File: src/rtl/uart_tx_pkg.sv
// Shared definitions for the UART transmit frame controller.
//   - tx_state_e       : frame controller FSM states
//   - PAR_EVEN/PAR_ODD : encodings of the parity-type select
//   - DefaultDataWidth : default frame payload width
package uart_tx_pkg;

    typedef enum logic [2:0] {
        StIdle   = 3'd0,
        StStart  = 3'd1,
        StData   = 3'd2,
        StParity = 3'd3,
        StStop   = 3'd4
    } tx_state_e;

    localparam logic PAR_EVEN = 1'b0;
    localparam logic PAR_ODD  = 1'b1;

    localparam int unsigned DefaultDataWidth = 8;

endpackage

File: src/rtl/uart_tx_ctrl_if.sv
// Bundle of the host-side, serializer-side and line-side signals of uart_tx_ctrl.
//   slave  : the frame controller (consumes host/serializer inputs, drives line/status)
//   master : the environment (host plus serializer) around the controller
//   P_DATA/Data_Valid/PAR_EN/PAR_TYP : host byte, strobe and parity config
//   ser_data/ser_done                : serializer bit stream and last-bit flag
//   ser_en/ser_p_data                : serializer load pulse and latched byte
//   TX_OUT/busy/frame_err            : serial line, frame-in-progress, sticky error
interface uart_tx_ctrl_if #(
    parameter int unsigned DATA_WIDTH = 8
);
    logic [DATA_WIDTH-1:0] P_DATA;
    logic                  Data_Valid;
    logic                  PAR_EN;
    logic                  PAR_TYP;
    logic                  ser_data;
    logic                  ser_done;
    logic                  ser_en;
    logic [DATA_WIDTH-1:0] ser_p_data;
    logic                  TX_OUT;
    logic                  busy;
    logic                  frame_err;

    modport slave (
        input  P_DATA, Data_Valid, PAR_EN, PAR_TYP, ser_data, ser_done,
        output ser_en, ser_p_data, TX_OUT, busy, frame_err
    );

    modport master (
        output P_DATA, Data_Valid, PAR_EN, PAR_TYP, ser_data, ser_done,
        input  ser_en, ser_p_data, TX_OUT, busy, frame_err
    );
endinterface

File: src/rtl/parity_calc.sv
// Combinational parity generator for the transmit frame.
//   data_i    : latched frame payload
//   par_typ_i : PAR_EVEN or PAR_ODD
//   parity_o  : parity bit to place on the line
module parity_calc
    import uart_tx_pkg::*;
#(
    parameter int unsigned DATA_WIDTH = DefaultDataWidth
) (
    input  logic [DATA_WIDTH-1:0] data_i,
    input  logic                  par_typ_i,
    output logic                  parity_o
);

    always_comb begin
        parity_o = (par_typ_i == PAR_ODD) ? ~(^data_i) : ^data_i;
    end

endmodule

File: src/rtl/uart_tx_ctrl.sv
// UART transmit frame controller, one clock per bit.
// Accepts a host byte, loads the external serializer, and muxes start, data,
// optional parity and stop bits onto the registered serial line.
//   CLK : bit-rate clock
//   RST : asynchronous active-low reset
//   bus : uart_tx_ctrl_if slave modport (host, serializer and line signals)
module uart_tx_ctrl
    import uart_tx_pkg::*;
#(
    parameter int unsigned DATA_WIDTH = DefaultDataWidth
) (
    input  logic           CLK,
    input  logic           RST,
    uart_tx_ctrl_if.slave  bus
);

    localparam int unsigned CntW = $clog2(DATA_WIDTH + 1);

    tx_state_e             state_q, state_d;
    logic [CntW-1:0]       cnt_q, cnt_d;
    logic [DATA_WIDTH-1:0] data_q, data_d;
    logic                  par_en_q, par_en_d;
    logic                  par_typ_q, par_typ_d;
    logic                  err_q, err_d;
    logic                  tx_q, tx_d;
    logic                  ser_en;
    logic                  par_bit;
    logic                  cnt_last;

    parity_calc #(
        .DATA_WIDTH (DATA_WIDTH)
    ) u_parity_calc (
        .data_i    (data_q),
        .par_typ_i (par_typ_q),
        .parity_o  (par_bit)
    );

    assign cnt_last = (cnt_q == CntW'(DATA_WIDTH - 1));

    always_comb begin
        state_d   = state_q;
        cnt_d     = cnt_q;
        data_d    = data_q;
        par_en_d  = par_en_q;
        par_typ_d = par_typ_q;
        err_d     = err_q;
        tx_d      = 1'b1;
        ser_en    = 1'b0;

        unique case (state_q)
            StIdle: begin
                if (bus.Data_Valid) begin
                    data_d    = bus.P_DATA;
                    par_en_d  = bus.PAR_EN;
                    par_typ_d = bus.PAR_TYP;
                    err_d     = 1'b0;
                    state_d   = StStart;
                end
            end
            StStart: begin
                tx_d    = 1'b0;
                ser_en  = 1'b1;
                cnt_d   = '0;
                state_d = StData;
            end
            StData: begin
                tx_d  = bus.ser_data;
                cnt_d = cnt_q + 1'b1;
                // Leave on whichever comes first; disagreement between the
                // serializer's done flag and our own count is a protocol error.
                if (bus.ser_done || cnt_last) begin
                    if (bus.ser_done != cnt_last) begin
                        err_d = 1'b1;
                    end
                    cnt_d   = '0;
                    state_d = par_en_q ? StParity : StStop;
                end
            end
            StParity: begin
                tx_d    = par_bit;
                state_d = StStop;
            end
            StStop: begin
                tx_d    = 1'b1;
                state_d = StIdle;
            end
            default: begin
                state_d = StIdle;
            end
        endcase
    end

    always_ff @(posedge CLK or negedge RST) begin
        if (!RST) begin
            state_q   <= StIdle;
            cnt_q     <= '0;
            data_q    <= '0;
            par_en_q  <= 1'b0;
            par_typ_q <= PAR_EVEN;
            err_q     <= 1'b0;
            tx_q      <= 1'b1;
        end else begin
            state_q   <= state_d;
            cnt_q     <= cnt_d;
            data_q    <= data_d;
            par_en_q  <= par_en_d;
            par_typ_q <= par_typ_d;
            err_q     <= err_d;
            tx_q      <= tx_d;
        end
    end

    assign bus.ser_en     = ser_en;
    assign bus.ser_p_data = data_q;
    assign bus.TX_OUT     = tx_q;
    assign bus.busy       = (state_q != StIdle);
    assign bus.frame_err  = err_q;

endmodule

File: src/flat_wrapper.sv
// flat-port wrapper written by rule: the top's interface ports become plain ports
module uart_tx_ctrl_flat import uart_tx_pkg::*;
#(
    parameter int unsigned DATA_WIDTH = DefaultDataWidth
)
  (CLK, RST, bus_P_DATA, bus_Data_Valid, bus_PAR_EN, bus_PAR_TYP, bus_ser_data, bus_ser_done, bus_ser_en, bus_ser_p_data, bus_TX_OUT, bus_busy, bus_frame_err);
  uart_tx_ctrl_if #(.DATA_WIDTH(DATA_WIDTH)) bus_i ();
  input  logic CLK;
  input  logic RST;
  input wire logic [$bits(bus_i.P_DATA)-1:0] bus_P_DATA;
  input wire logic [$bits(bus_i.Data_Valid)-1:0] bus_Data_Valid;
  input wire logic [$bits(bus_i.PAR_EN)-1:0] bus_PAR_EN;
  input wire logic [$bits(bus_i.PAR_TYP)-1:0] bus_PAR_TYP;
  input wire logic [$bits(bus_i.ser_data)-1:0] bus_ser_data;
  input wire logic [$bits(bus_i.ser_done)-1:0] bus_ser_done;
  output wire logic [$bits(bus_i.ser_en)-1:0] bus_ser_en;
  output wire logic [$bits(bus_i.ser_p_data)-1:0] bus_ser_p_data;
  output wire logic [$bits(bus_i.TX_OUT)-1:0] bus_TX_OUT;
  output wire logic [$bits(bus_i.busy)-1:0] bus_busy;
  output wire logic [$bits(bus_i.frame_err)-1:0] bus_frame_err;
  assign bus_i.P_DATA = bus_P_DATA;
  assign bus_i.Data_Valid = bus_Data_Valid;
  assign bus_i.PAR_EN = bus_PAR_EN;
  assign bus_i.PAR_TYP = bus_PAR_TYP;
  assign bus_i.ser_data = bus_ser_data;
  assign bus_i.ser_done = bus_ser_done;
  assign bus_ser_en = bus_i.ser_en;
  assign bus_ser_p_data = bus_i.ser_p_data;
  assign bus_TX_OUT = bus_i.TX_OUT;
  assign bus_busy = bus_i.busy;
  assign bus_frame_err = bus_i.frame_err;
  uart_tx_ctrl #(.DATA_WIDTH(DATA_WIDTH)) u_core (.CLK(CLK), .RST(RST), .bus(bus_i));
endmodule
File: config.mk
export PLATFORM = sky130hd
export DESIGN_NAME = uart_tx_ctrl_flat
export DESIGN_NICKNAME = d
export VERILOG_FILES = /design/src/rtl/uart_tx_pkg.sv /design/src/rtl/uart_tx_ctrl_if.sv /design/src/rtl/parity_calc.sv /design/src/rtl/uart_tx_ctrl.sv /design/src/flat_wrapper.sv
export SDC_FILE = /design/constraint.sdc
export NUM_CORES = 1
export LEC_CHECK = 0
export ABC_AREA = 1
export CAP_MARGIN = 30
export CORE_MARGIN = 2
export CORE_UTILIZATION = 45
export CTS_BUF_LIST = sky130_fd_sc_hd__clkbuf_2 sky130_fd_sc_hd__clkbuf_4 sky130_fd_sc_hd__clkbuf_8
export DETAILED_ROUTE_END_ITERATION = 12
export PLACE_DENSITY_LB_ADDON = 0.1
export SYNTH_ARGS = -nofsm -noshare
export SYNTH_HDL_FRONTEND = slang
export SYNTH_SLANG_ARGS = --single-unit
export TNS_END_PERCENT = 30
File: constraint.sdc
create_clock -name CLK -period 1.9 [get_ports CLK]
set_clock_uncertainty 0.1 [all_clocks]
set_input_delay 0.38 -clock CLK [delete_from_list [all_inputs] [get_ports CLK]]
set_output_delay 0.38 -clock CLK [all_outputs]
set_load 0.05 [all_outputs]
==> key figures, run 1 <==
Clock network
  – Clock Path Buffers: 2
  – Clk slew on worst S/H paths: 0.12 ns
  – Clock latency on the worst-skew pair: 0.29 ns
  – Resized Gates After CTS: 0
  – CTS tree: built
  – Clock root buffer: clkbuf_4
  – Total CTS buffers: 3
  – # clock sinks: 19
  – Setup bufs post-CTS: 0
  – Depth of the CTS H-tree: 1
  – Cts hold-fix bufs: 0

Power and ir drop
  – P_leak: 0.731 nW
  – Cell-internal power: ~1.3 mW
  – Switching power total: 1.37 mW
  – Sw Ratio: about half
  – Clk pwr share: 8.2%
  – Pwr Density: 1920 nW/um^2
  – Logic gate share of total power: a little under two thirds
  – Sequential group share of total power: between 20% and 30%
  – Worst-case vdd ir drop: 1.13 mV
  – Pwr Total: 2.65 mW

Floorplan
  – Initial core utilization: a little under half
  – Core ar.: roughly 2200 um^2
  – Row cnt: 17
  – Die Span Y: 52.0 um
  – Die Footprint: 2710 um^2
  – Die Wd: 52.0 um
  – I/O pins: 27

Worst setup path
  – R2r setup slk: 0.38 ns
  – Worst Setup Path Type: register to output port
  – CP startpoint: u_core.state_q[1]
  – CP Max Fanout: 4
  – WP data arrival: 1.27 ns
  – Worst EP required: 1.42 ns
  – CP endpoint kind: output port
  – R2R cell count: 5
  – Startpoint types: register
  – Worst reg2reg path startpoint: u_core.cnt_q[1]
  – Worst r2r dst: u_core.bus.frame_err

Timing
  – Slew Limit Fails: 0
  – Final setup TNS: 0 ns
  – Worst-Margin Slew: 0.246 ns
  – Slew Limit Headroom: 83.6%
  – Max frequency: ~570 MHz
  – RSZ-0062 raised after global routing: no
  – Period minus WS final: about 1.7 ns
  – Setup violations, final: 0
  – Fin crit share: 92.0%
  – Hold Fails Final Rpt: 0

Final layout
  – Final Core Density: 63.0%
  – Fin area: 1380 um^2
  – Most common cell after layout, fill and taps aside: nand2_1
  – P&R area growth vs syn: 33.0%
  – Commonest cells after routing, fill and taps aside: nand2_1 (42), inv_1 (19), dfrtp_1 (18)
  – N_diodes: 0
  – Nets@finish: 188
  – Fin cells: 198
  – Share of layout cells above drive strength 1: 17.6%

Yosys
  – Mean post-synth cell area: 7.47 um^2
  – Gate Count Post-Synth: 139
  – Synth warn: 0
  – Cell Area, Synth: 1040 um^2
  – Post-synthesis register bit count: 19
  – Syn Nets: 156
  – Post-synth top flop: dfrtp_1
  – Async SR Flop Fraction: between 90% and 100%
  – Distinct cell type count after synthesis: 23
  – Post-synthesis sequential area ratio: ~46%
  – Number of synthesized flops with an enable pin: 0

Place
  – IO Port Bufs: 26
  – Placed Cells incl. Taps: 194
  – RePlAce Congestion: 0.766
  – HPWL after DPL: approximately 1700 um
  – Post-DP Area: ~1400 um^2

Flow run
  – Max_cap viols: 0

Global route
  – GRT overflow: 0
  – Vias in the first global route: a little under 1,000
  – Pin count of the biggest net entering global routing: 20
  – Total Routing Usage GR: approximately a fifth
  – First-pass GRT wire length: between 3000 and 4000 um
  – Antenna violations before repair: 0

Status
  – Status: finished clean

Drt
  – Avg Vias per Cell: slightly below 5
  – Drt first pass iters: 4
  – Average wire per standard cell: between 10 and 15 um
  – Remaining DRCs: 0
  – Detailed Route Iter0 Violations: 15
  – Number of routed nets with antenna violations: 0
  – Routed via count: ~960
  – WL final: 2160 um

Worst hold path
  – Hold WC Path Type: primary input to asynchronous set/reset pin
[stage by stage]
stage,hold WS [ns],setup WS (ns)
after floorplan,-0.0156,0.469
after global placement,0.382,0.286
after detailed placement,0.404,0.230
after CTS,0.313,0.158
after global routing,0.330,0.0770
final,0.304,0.152
[cells in the mapped netlist, drive strengths merged, types with 2 or more instances]
cell | n | share of area [%]
a21oi | 13 | 6.3
buf | 2 | 1.2
dfrtp | 18 | 43
ha | 2 | 2.4
inv | 21 | 7.6
nand2 | 46 | 19
nand3 | 9 | 4.8
nor2 | 17 | 6.4
o21ai | 5 | 2.8
[power groups by stage]
| stage | Combinational, mW | Clock, mW | Sequential (mW) |
|---|---|---|---|
| 3_3_place_gp | 1.65 | 0 | 0.742 |
| 2_1_floorplan | 0.835 | 0 | 1.07 |
| 6_report | 1.68 | 0.217 | 0.750 |
| 5_1_grt | 1.87 | 0.235 | 0.773 |
| 3_5_place_dp | 1.70 | 0 | 0.758 |
| 4_1_cts | 1.70 | 0.221 | 0.751 |
[critical path, stage by stage (launching register included)]
cell,delay [ns]
dfrtp_1,0.42
inv_1,0.14
nand3_2,0.14
inv_1,0.13
buf_12,0.14
[cell type report]
type / count / area [um^2]
Sequential cell: 19 / 477
Tap cell: 28 / 35.0
Multi-Input combinational cell: 97 / 470
Clock buffer: 4 / 30.0
Timing Repair Buffer: 29 / 290
Inverter: 21 / 78.8
Fill cell: 194 / 810
[how the worst max path moves through the flow]
stage	to	slack (ns)	depth (start not counted)
2_1_floorplan	u_core.bus.TX_OUT	0.47	9
3_3_place_gp	u_core.state_q[2]	0.29	6
3_5_place_dp	u_core.state_q[2]	0.23	6
4_1_cts	bus_ser_en	0.16	4
5_1_grt	bus_busy	0.08	3
6_report	bus_ser_en	0.15	4
[routing by layer]
metal,part of all wire [%],GRT usage (%),vias up
li1,-,-,495
met4,0.42,7.89,0
met3,3.8,2.59,2
met2,51,32.1,17
met1,44,23.6,445
met5,0,0,-
[sequential cells by signal, summed over array words and instances, names as in the netlist]
name	flops
u_core.cnt_q	4
u_core.par_typ_q	1
u_core.bus.ser_p_data	8
u_core.bus.frame_err	1
u_core.par_en_q	1
u_core.state_q	3
u_core.bus.TX_OUT	1
[cells by family (layout without fill, tap and decap cells)]
kind of cell / Yosys count / in the layout / synth area share, %
simple gates: 73 / 73 / 30.2
buf+inv: 23 / 54 / 8.80
compound gates: 21 / 21 / 11.8
flops: 19 / 19 / 45.9
fa+ha+maj: 2 / 2 / 2.41
xor+xnor: 1 / 1 / 0.844
(Power assumes the default switching activity.)
==> run 2: changes to the inputs <==
Settings changed: CELL_PAD_IN_SITES_DETAIL_PLACEMENT set to 0, CELL_PAD_IN_SITES_GLOBAL_PLACEMENT set to 1, CORE_UTILIZATION 45 to 35, SKIP_LAST_GASP set to 1.
==> run 2 against run 1 <==
Compared with the run above:
- fmax up 2.5%
- clock-buffer cell count unchanged
- sequential share of layout area down 0.094 points
- non-clock buffer count unchanged
- via count down 1.8%
- sequential power down 1%
- critical endpoint unchanged
- highest routed layer unchanged
==> key figures, run 2 (synthesized netlist as in run 1, its figures left out) <==
Status
  – Status: finished clean

Global route
  – Pin count of the biggest net entering global routing: 20 (unchanged)
  – GRT overflow: 0 (unchanged)
  – Vias in the first global route: 924 (-4.8%)
  – First-pass GRT wire length: 3680 um (-4.0%)
  – Total Routing Usage GR: 13.9% (-4.9 points)
  – Antenna violations before repair: 0 (unchanged)

Drt
  – Routed via count: 942 (-1.8%)
  – Highest metal used: met4
  – Met1 WL: 904 um (-5.6%)
  – Avg Vias per Cell: 4.69 (-3.2%)
  – Metal3 WL: 55 um (-33%)
  – Detailed Route Iter0 Violations: 46 (+31)
  – Drt first pass iters: 4 (unchanged)
  – Remaining DRCs: 0 (unchanged)
  – Met2 Wirelength: 1030 um (-7.8%)
  – Average wire per standard cell: 10.0 um (-8.5%)
  – WL final: 2010 um (-7.1%)
  – Number of routed nets with antenna violations: 0 (unchanged)

Worst setup path
  – CP Max Fanout: 4 (unchanged)
  – Startpoint types: register
  – WP data arrival: 1.23 ns (-0.04 ns)
  – Worst Setup Path Type: register to output port
  – CP endpoint kind: output port
  – Worst EP required: 1.42 ns (about the same)

Timing
  – Hold WS: 0.321 ns (+0.0175 ns)
  – Period minus WS final: 1.71 ns (-0.0424 ns)
  – Final setup TNS: 0 ns (unchanged)
  – Slew Limit Fails: 0 (unchanged)
  – Hold Fails Final Rpt: 0 (unchanged)
  – Max frequency: 586 MHz (+2.5%)
  – Slew Limit Headroom: 83.7% (+0.12 points)
  – Fin crit share: 89.8% (-2.2 points)
  – Setup violations, final: 0 (unchanged)
  – Worst-Margin Slew: 0.244 ns (-0.00174 ns)
  – Final worst slack: 0.194 ns (+0.0424 ns)
  – RSZ-0062 raised after global routing: no

Place
  – Post-DP Area: 1360 um^2 (+0.28%)
  – RePlAce Congestion: 0.777 (+1.4%)
  – Placed Cells incl. Taps: 197 (+1.5%)
  – IO Port Bufs: 26 (unchanged)
  – HPWL after DPL: 1650 um (-5.1%)
  – Pre-CTS WS: 0.247 ns (+0.0175 ns)

Flow run
  – Max_cap viols: 0 (unchanged)

Floorplan
  – Die Wd: 58.5 um (+12%)
  – Initial core utilization: 37.3% (-10 points)
  – Core ar.: 2780 um^2 (+27%)
  – I/O pins: 27 (unchanged)
  – Die Span Y: 58.5 um (+12%)
  – Die Footprint: 3420 um^2 (+26%)
  – Row cnt: 19 (+2)

Final layout
  – Max reg flops: 8 (unchanged)
  – P&R area growth vs syn: 33.4%
  – Commonest cells after routing, fill and taps aside: nand2_1 (42), inv_1 (19), dfrtp_1 (18)
  – Nets@finish: 188 (unchanged)
  – Fin cells: 201 (+1.5%)
  – Final Core Density: 49.8% (-13 points)
  – Fin area: 1390 um^2 (+0.27%)
  – Share of layout cells above drive strength 1: 17.6% (unchanged)
  – Most common cell after layout, fill and taps aside: nand2_1
  – N_diodes: 0 (unchanged)

Power and ir drop
  – Worst-case vdd ir drop: 1.27 mV (+13%)
  – Sw Ratio: 51.3% (-0.52 points)
  – P_leak: 0.731 nW (unchanged)
  – Pwr Density: 1890 nW/um^2 (-1.4%)
  – Sequential group share of total power: 28.3% (about the same)
  – Clk pwr share: 8.0% (-0.2 points)
  – Cell-internal power: 1.28 mW (about the same)
  – Logic gate share of total power: 63.8% (+0.3 points)
  – Pwr Total: 2.62 mW (-1.1%)
  – Switching power total: 1.34 mW (-2.1%)

Clock network
  – # clock sinks: 19 (unchanged)
  – Clock root buffer: clkbuf_4
  – Clock latency on the worst-skew pair: 0.28 ns (about the same)
  – Clk slew on worst S/H paths: 0.10 ns (-0.02 ns)
  – CTS tree: built
  – Total CTS buffers: 3 (unchanged)
  – Resized Gates After CTS: 0 (unchanged)
  – Setup bufs post-CTS: 0 (unchanged)
  – Depth of the CTS H-tree: 1 (unchanged)
  – Clock Path Buffers: 2 (unchanged)
  – Cts hold-fix bufs: 0 (unchanged)

Worst hold path
  – Hold WC Path Type: primary input to asynchronous set/reset pin
[run 2: cell counts in the layout (fill, tap and decap cells not counted)]
No cell type changed its count.
[run 2: metal layers]
| layer | track usage [%] | up-vias |
|---|---|---|
| met1 | 17.8 | 432 |
| met2 | 23.0 | 13 |
| met3 | 1.98 | 2 |
| met4 | 6.98 | 0 |
| met5 | 0 | - |
| li1 | - | 495 |
[run 2: worst max-delay path, cell delays in order, from the launching register on]
cell and delay (ns):
dfrtp_1 0.42, inv_1 0.13, nand3_2 0.13, inv_1 0.13, buf_12 0.14
[run 2: power by group through the flow]
stage	clock network, mW	registers (mW)	logic (mW)
after detailed placement	0	0.747	1.69
after global routing	0.241	0.771	1.88
after floorplan	0	1.07	0.835
after CTS	0.224	0.741	1.69
final	0.209	0.741	1.67
after global placement	0	0.743	1.67
[run 2: final cells by class]
type / instances / area (um^2)
Fill cell: 274 / 1400
Sequential cell: 19 / 477
Multi-Input combinational cell: 97 / 470
Timing Repair Buffer: 29 / 290
Inverter: 21 / 78.8
Tap cell: 31 / 38.8
Clock buffer: 4 / 30.0
[run 2: final timing paths]
kind | from | end | slack (ns) | depth (start not counted)
min in group CLK | u_core.par_en_q | u_core.state_q[2] | 0.39 | 1
setup / recovery | u_core.state_q[1] | bus_ser_en | 0.19 | 4
setup reg to reg | u_core.cnt_q[1] | u_core.bus.frame_err | 0.41 | 5
hold reg to reg | u_core.par_en_q | u_core.state_q[2] | 0.39 | 1
hold / removal | RST | u_core.cnt_q[0] | 0.32 | 2
max in group asynchronous | RST | u_core.bus.TX_OUT | 1.11 | 2
